File: config.mk
export PLATFORM = sky130hd
export DESIGN_NAME = seq_div32
export DESIGN_NICKNAME = d
export VERILOG_FILES = /design/src/rtl/div_pkg.sv /design/src/rtl/addsub.sv /design/src/rtl/seq_div32.sv
export SDC_FILE = /design/constraint.sdc
export NUM_CORES = 1
export LEC_CHECK = 0
export ABC_AREA = 1
export BUFFER_PORTS_ARGS = -buffer_cell sky130_fd_sc_hd__buf_2
export CAP_MARGIN = 10
export CORE_ASPECT_RATIO = 0.5
export CORE_MARGIN = 5
export CORE_UTILIZATION = 29
export DETAILED_ROUTE_END_ITERATION = 10
export GPL_ROUTABILITY_DRIVEN = 0
export SLEW_MARGIN = 20
export SYNTH_ARGS = -nofsm -noshare
export SYNTH_HDL_FRONTEND = slang
export SYNTH_HIERARCHICAL = 1
export SYNTH_SLANG_ARGS = --single-unit
File: constraint.sdc
create_clock -name clk -period 4.3 [get_ports clk]
set_input_delay 0.43 -clock clk [delete_from_list [all_inputs] [get_ports clk]]
set_output_delay 0.43 -clock clk [all_outputs]
set_load 0.005 [all_outputs]
File: src/rtl/div_pkg.sv
// Shared types and constants for the sequential divider.
package div_pkg;

  typedef enum logic [1:0] {
    IDLE,
    CALC,
    FIX,
    DONE
  } div_state_t;

  localparam int DIV_WIDTH_DEF = 32;

  localparam logic [DIV_WIDTH_DEF-1:0] DIV_ZERO_QUOT = '1;

endpackage

File: src/rtl/addsub.sv
// Shared adder/subtractor: sum = a + (sub ? ~b + 1 : b).
module addsub #(
  parameter int W = 33
) (
  input  logic [W-1:0] a,
  input  logic [W-1:0] b,
  input  logic         sub,
  output logic [W-1:0] sum
);

  assign sum = a + (b ^ {W{sub}}) + {{(W-1){1'b0}}, sub};

endmodule

File: src/rtl/seq_div32.sv
// Radix-2 non-restoring divider, one quotient bit per clock.
// Define SEQ_DIV_SIGNED_EN for two's-complement signed operands.
module seq_div32
  import div_pkg::*;
#(
  parameter int WIDTH = DIV_WIDTH_DEF
) (
  input  logic             clk,
  input  logic             rst,
  input  logic             start,
  input  logic [WIDTH-1:0] dividend,
  input  logic [WIDTH-1:0] divisor,
  output logic [WIDTH-1:0] quot,
  output logic [WIDTH-1:0] rem,
  output logic             busy,
  output logic             done,
  output logic             div_zero
);

  localparam int CW = $clog2(WIDTH) + 1;

  div_state_t state, state_nx;

  logic [WIDTH:0]   p;
  logic [WIDTH:0]   as_a;
  logic [WIDTH:0]   as_b;
  logic [WIDTH:0]   as_sum;
  logic             as_sub;
  logic [WIDTH-1:0] q;
  logic [WIDTH-1:0] d;
  logic [WIDTH-1:0] mag_a;
  logic [WIDTH-1:0] mag_b;
  logic [WIDTH-1:0] rem_mag;
  logic [WIDTH-1:0] quot_fix;
  logic [WIDTH-1:0] rem_fix;
  logic [CW-1:0]    cnt;
  logic             accept;
  logic             dz;
  logic             last;

  assign accept = start && (state == IDLE || state == DONE);
  assign dz     = (divisor == '0);
  assign last   = (cnt == CW'(WIDTH - 1));
  assign busy   = (state == CALC) || (state == FIX);
  assign done   = (state == DONE);

  // After the last step P is in [-D, D); a negative P needs D added back.
  assign rem_mag = p[WIDTH] ? as_sum[WIDTH-1:0] : p[WIDTH-1:0];

`ifdef SEQ_DIV_SIGNED_EN
  logic sgn_a;
  logic sgn_b;
  logic neg_q;
  logic neg_r;

  assign sgn_a    = dividend[WIDTH-1];
  assign sgn_b    = divisor[WIDTH-1];
  assign mag_a    = sgn_a ? WIDTH'(0) - dividend : dividend;
  assign mag_b    = sgn_b ? WIDTH'(0) - divisor : divisor;
  assign quot_fix = neg_q ? WIDTH'(0) - q : q;
  assign rem_fix  = neg_r ? WIDTH'(0) - rem_mag : rem_mag;

  always_ff @(posedge clk) begin
    if (rst) begin
      neg_q <= 1'b0;
      neg_r <= 1'b0;
    end else if (accept) begin
      neg_q <= sgn_a ^ sgn_b;
      neg_r <= sgn_a;
    end
  end
`else
  assign mag_a    = dividend;
  assign mag_b    = divisor;
  assign quot_fix = q;
  assign rem_fix  = rem_mag;
`endif

  always_comb begin
    as_a   = {p[WIDTH-1:0], q[WIDTH-1]};
    as_b   = {1'b0, d};
    as_sub = ~p[WIDTH];
    if (state == FIX) begin
      as_a   = p;
      as_sub = 1'b0;
    end
  end

  addsub #(
    .W(WIDTH + 1)
  ) u_addsub (
    .a  (as_a),
    .b  (as_b),
    .sub(as_sub),
    .sum(as_sum)
  );

  always_comb begin
    state_nx = state;
    unique case (state)
      IDLE: if (start) state_nx = dz ? DONE : CALC;
      CALC: if (last) state_nx = FIX;
      FIX:  state_nx = DONE;
      DONE: begin
        if (start) state_nx = dz ? DONE : CALC;
        else       state_nx = IDLE;
      end
      default: state_nx = IDLE;
    endcase
  end

  always_ff @(posedge clk) begin
    if (rst) begin
      state    <= IDLE;
      p        <= '0;
      q        <= '0;
      d        <= '0;
      cnt      <= '0;
      quot     <= '0;
      rem      <= '0;
      div_zero <= 1'b0;
    end else begin
      state <= state_nx;
      if (accept) begin
        if (dz) begin
          quot     <= WIDTH'(DIV_ZERO_QUOT);
          rem      <= dividend;
          div_zero <= 1'b1;
        end else begin
          p        <= '0;
          q        <= mag_a;
          d        <= mag_b;
          cnt      <= '0;
          div_zero <= 1'b0;
        end
      end else if (state == CALC) begin
        p   <= as_sum;
        q   <= {q[WIDTH-2:0], ~as_sum[WIDTH]};
        cnt <= cnt + 1'b1;
      end else if (state == FIX) begin
        quot <= quot_fix;
        rem  <= rem_fix;
      end
    end
  end

endmodule

# Word-level counts from Yosys, hierarchy flattened
# Index checks and enable logic that the tools add are counted.
# classes
add_sub_neg,3
bitwise,4
muxes,26
n_reduce_logical,11
n_eq_ne,9
# op_table
cell,count
$mux 32,12
$mux 33,4
$add 33x1->33,1
$add 33x33->33,1
$xor 32x33->33,1
$logic_not 32->1,1
$mux 6,3
$mux 2,4
$ne 2x2->1 const B,4
$pmux 2 s4,1
$add 6x1->6 const B,1
$eq 6x5->1 const B,1
$reduce_and 2->1,3
$eq 2x2->1 const B,2
$reduce_bool 2->1,2
$not 1->1,3
$reduce_and 3->1,1
$eq 2x1->1 const B,1
$logic_not 2->1,1
$logic_or 1x1->1,2
$mux 1,2
$ne 2x1->1 const B,1
$logic_and 1x1->1,1
# totals
output_inout_bits,67
regBits,170
in_bits,67

# Longest topological paths before layout
# depth
depth_word,9
mapped_depth,27
depth_no_buf,25

# Hierarchy
# Netlist, hierarchy kept.
# modules_own_cells
module,seq_area_each_um2,area_each_um2,cells_each,instances
seq_div32,3403.3,8660.8,1354,1
addsub,0.0,2642.5,501,1

# Least setup slack after synthesis
# OpenSTA, ideal clock, no wires.
# synth_path
path_kind,flip-flop to flip-flop
startpoint,reg state[0]
endpoint,reg rem[31]
synth_period_minus_slack_ps,3437
slack_ps,863
n_path_buf,4
setup_time_ps,110
path_stages_with_launch,25
arrival_time_ps,3327
path_cell_list,dfxtp_1 -> inv_1 -> ha_1 -> clkbuf_1 -> buf_1 -> nor2_1 -> buf_4 -> buf_2 -> xor2_1 -> ha_1 -> a21oi_1 -> and2_4 -> nor2_1 -> nor2_1 -> nand2_2 -> nand2_2 -> nand2_1 -> nand2_1 -> nand2_1 -> nand2_1 -> o21ai_0 -> a21oi_1 -> nand4_1 -> nand2_1 -> nor2_1
# synth_between
elab_chain_len,9
elab_cells_between_ends,19
cone_classes,2 x add/sub; 5 x eq/ne; 6 x mux; 1 x bitwise; 5 x reduce/logical
# synth_rtl
element,line_no,text
from (decl),seq_div32.sv:22,"div_state_t state, state_nx;"
from (signal assigned),seq_div32.sv:123,state <= state_nx;
$eq 2x2->1 (*),seq_div32.sv:83,if (state == FIX) begin
$mux 1 (*),seq_div32.sv:83,
named net as_sub,seq_div32.sv:28,logic as_sub;
$xor 32x33->33,addsub.sv:11,"assign sum = a + (b ^ {W{sub}}) + {{(W-1){1'b0}}, sub};"
$add 33x33->33,addsub.sv:11,
$add 33x1->33 (*),addsub.sv:11,
named net as_sum[31],seq_div32.sv:27,logic [WIDTH:0] as_sum;
$mux 32 (*),seq_div32.sv:48,assign rem_mag = p[WIDTH] ? as_sum[WIDTH-1:0] : p[WIDTH-1:0];
$mux 32 (*),seq_div32.sv:140,end else if (state == FIX) begin
$mux 32 (*),seq_div32.sv:136,end else if (state == CALC) begin
$mux 32 (*),seq_div32.sv:124,if (accept) begin
to (signal assigned),seq_div32.sv:127,rem <= dividend;
to (signal assigned),seq_div32.sv:142,rem <= rem_fix;
to (decl),seq_div32.sv:14,"output logic [WIDTH-1:0] rem,"
# The timed path passes the listed nets; every way through them passes the cells marked *. The select of a mux whose other input is x is not followed.
# A chain may end at the register's enable or synchronous reset.

# Final worst setup path
# layout_path
startpoint,reg state[0]
endpoint,reg rem[26]
# layout_between
elab_cells_between_ends,19
cone_classes,2 x add/sub; 5 x eq/ne; 6 x mux; 1 x bitwise; 5 x reduce/logical
# layout_rtl
element,line_no,text
$eq 2x2->1,seq_div32.sv:83,
$mux 33,seq_div32.sv:83,
named net as_a[0],seq_div32.sv:25,logic [WIDTH:0] as_a;
$add 33x33->33,addsub.sv:11,
$add 33x1->33,addsub.sv:11,
named net as_sum[26],seq_div32.sv:27,
$mux 32,seq_div32.sv:48,
$mux 32,seq_div32.sv:140,
$mux 32,seq_div32.sv:136,
$mux 32,seq_div32.sv:124,
# The timed path passes the listed nets, and every way through them passes these cells. The select of a mux whose other input is x is not followed.

==> flow_summary.ini <==
[setup_path]
cp_slowest_cell = fa_1
critical_path_class = register to register
worst-path-buf-inv = 4
cp_slowest_stage_delay_ps = 380
critPathMaxFanout = 76
cp_top_family = simple AND/OR/NAND/NOR gates
r2r_start = state[0]
reg2reg_depth = 24
cp.required_ps = 4640
cp.depth = 24
worst_setup_path_end_kind = register
critPathCapture = rem[26]
cp-start-kind = register
crit_top_cell = nand2_1
rrSetupSlack_ps = 470
worstPathArrival_ps = 4170
crit_path_start = state[0]
cp_cell_sequence = inv_1 > ha_2 > buf_12 > inv_1 > o21ai_0 > nand2_1 > nand2_2 > inv_1 > fa_1 > nand3b_1 > nand2_1 > nand2_1 > nand2_1 > nand2_1 > nand3_1 > nand2_1 > nand3_1 > nand2_1 > nand2_1 > o21ai_0 > a21oi_1 > nand4_1 > nand2_1 > nor2_1
rr_endpoint = rem[26]

[logic_synthesis]
synth-seq-area-share_pct = 30.11
synth_xor_area_share_pct = 4.029
synth.area.mux_share_pct = 0
synth_top_family_by_area = simple AND/OR/NAND/NOR gates
synth.largest_area_cell = dfxtp_1
ys_types = 39
syn_nets = 1960
yosys_warnings = 6
synth-simple-area-share_pct = 33.41
syn_area_um2 = 11300
yosys-top-cells-area = dfxtp_1 30%, nand2_1 16%, inv_1 9.8%, nor2_1 7.4%, a21oi_1 6.2%
yosysMostFrequentCell = nand2_1
synthAdderAreaFrac_pct = 4.273
async_reset_ff_share_pct = 0
synth_cells = 1855
synth.avg_cell_area_um2 = 6.093
synth-seq-cells = 170
synth_top_cell_area_share_pct = 30.11
ys_top_cells_by_count = 470 x nand2_1, 294 x inv_1, 223 x nor2_1, 170 x dfxtp_1, 139 x a21oi_1
synthFlopType = dfxtp_1
synth-edff-count = 0
synth-compound-area-share_pct = 13.62

[timing]
final_max_slew_viol_count = 0
tightest_slew_ps = 1105
finalSetupViolCount = 0
period_share_pct = 89.11
relSlewSlack_pct = 26.07
final.setup_skew_ps = 19.52
hold_violations = 0
whs_ps = 246.8
rsz0062_at_grt = no
setup_tns_ps = 0
min_period_ps = 3832
fmax_mhz = 261.0

[place]
dp.cells = 2433
dp_hpwl_um = 26570
port_buffers = 133

[route]
drc = 0
viasPerCell = 4.649
first_iter_violations = 963
avgRoutedWirePerCell_um = 14.75
routed_wl_um = 36350
ant_nets = 0
vias = 11460
firstDrtPassIters = 5

[global_routing]
gr-total-overflow = 0
grt_max_degree = 81
grt_pass1_wl_um = 57820
grt_usage_pct = 16.67
antenna_found_initial = 0
grt_pass1_vias = 10610

[floorplan]
rows = 51
initial_utilization_pct = 29.23
die_x_um = 289.2
io_pins = 134
die_h_um = 149.6
coreArea_um2 = 38670
die_area_um2 = 43260

[clock_tree]
cts_setup_buffers = 0
root_buffer = clkbuf_16
path_clk_slew_ps = 70
hold_buffers = 0
cts_made_buffers = 17
clock_latency_ps = 450
cts_buffer_depth = 2
cts.sink_count = 170
ctsResizeCount = 0
cts_tree = yes
htreeDepth = 4

[worst_hold_path]
hold_path_class = input port to register

[final_layout]
nNetsFinal = 2027
synthToLayoutAreaGrowth_pct = 14.35
fillers = 4283
drive_gt1_share_pct = 11.78
insertedDiodeCount = 0
instances_no_fill = 2465

[flow_run]
max_cap_violations = 0

[status]
status = complete, no violations
## per-layer routing
metal  vias to the layer above  global-route usage [%]  part of all wire [%]  wire length, um
li1                       5900                       -                     -                -
met2                       291                   26.67                    45            16240
met5                         -                       0                     0                0
met3                        37                   2.481                   5.2             1882
met4                         0                   4.195                   1.8              648
met1                      5231                   23.63                    48            17580
## worst reg2reg max path: cells and delay by family (launching register included)
kind	cells	cell delay (ps)
simple gates	15	1490
flops	1	350
compound gates	3	670
fa+ha+maj	2	630
buf+inv	4	580
## cells by family after synthesis
group / Yosys count
DFF: 170
adders and majority gates: 38
other: 1
buffers and inverters: 409
xor gates and xnor gates: 52
AOI/OAI and AO/OA: 296
and+or+nand+nor: 889
## placed cells by master, fill, tap and decap left out, types with 36 or more instances in the layout
master and instances:
nand2_1 470, dfxtp_1 169, nor2_1 222, buf_2 133, nand4_1 43, inv_1 294, xor2_1 46, o21ai_0 134
nand3_1 97, a21oi_1 139, ha_1 36
## flip-flops by register name (all words and copies together) (netlist names)
| signal | flops |
|---|---|
| p | 33 |
| d | 32 |
| div_zero | 1 |
| cnt | 6 |
| quot | 32 |
| q | 32 |
| rem | 32 |
| state | 2 |
## through the flow
step	worst slack [ps]	cell area [um2]	utilization, %
floorplan	863.3	11300	-
global placement	554.8	12320	31.86
detailed placement	505.4	12320	31.86
CTS	482.1	12920	33.42
global route	107.2	12920	33.42
finish	468.2	12920	33.42
## layout make-up
class	count	area [um2]	area share, %
tap	530	663.1	5.131
multi-input combinational	1276	6277	48.57
clock inverter	15	178.9	1.384
clock buffer	17	425.4	3.291
sequential	170	3405	26.34
timing repair buffer	151	825.8	6.389
inverter	306	1150	8.896
## worst min path at each step
stage	from	to	slack [ps]	cells past startpoint
finish	divisor[30]	d[30]	250	3
detailed placement	quot[28]	quot[28]	440	2
CTS	divisor[30]	d[30]	230	3
global route	divisor[30]	d[30]	240	3
floorplan	quot[20]	quot[20]	440	2
global placement	quot[28]	quot[28]	440	2
Power is not shown: default switching activity piles up to over one toggle a cycle in this logic, so the estimate is an artifact.
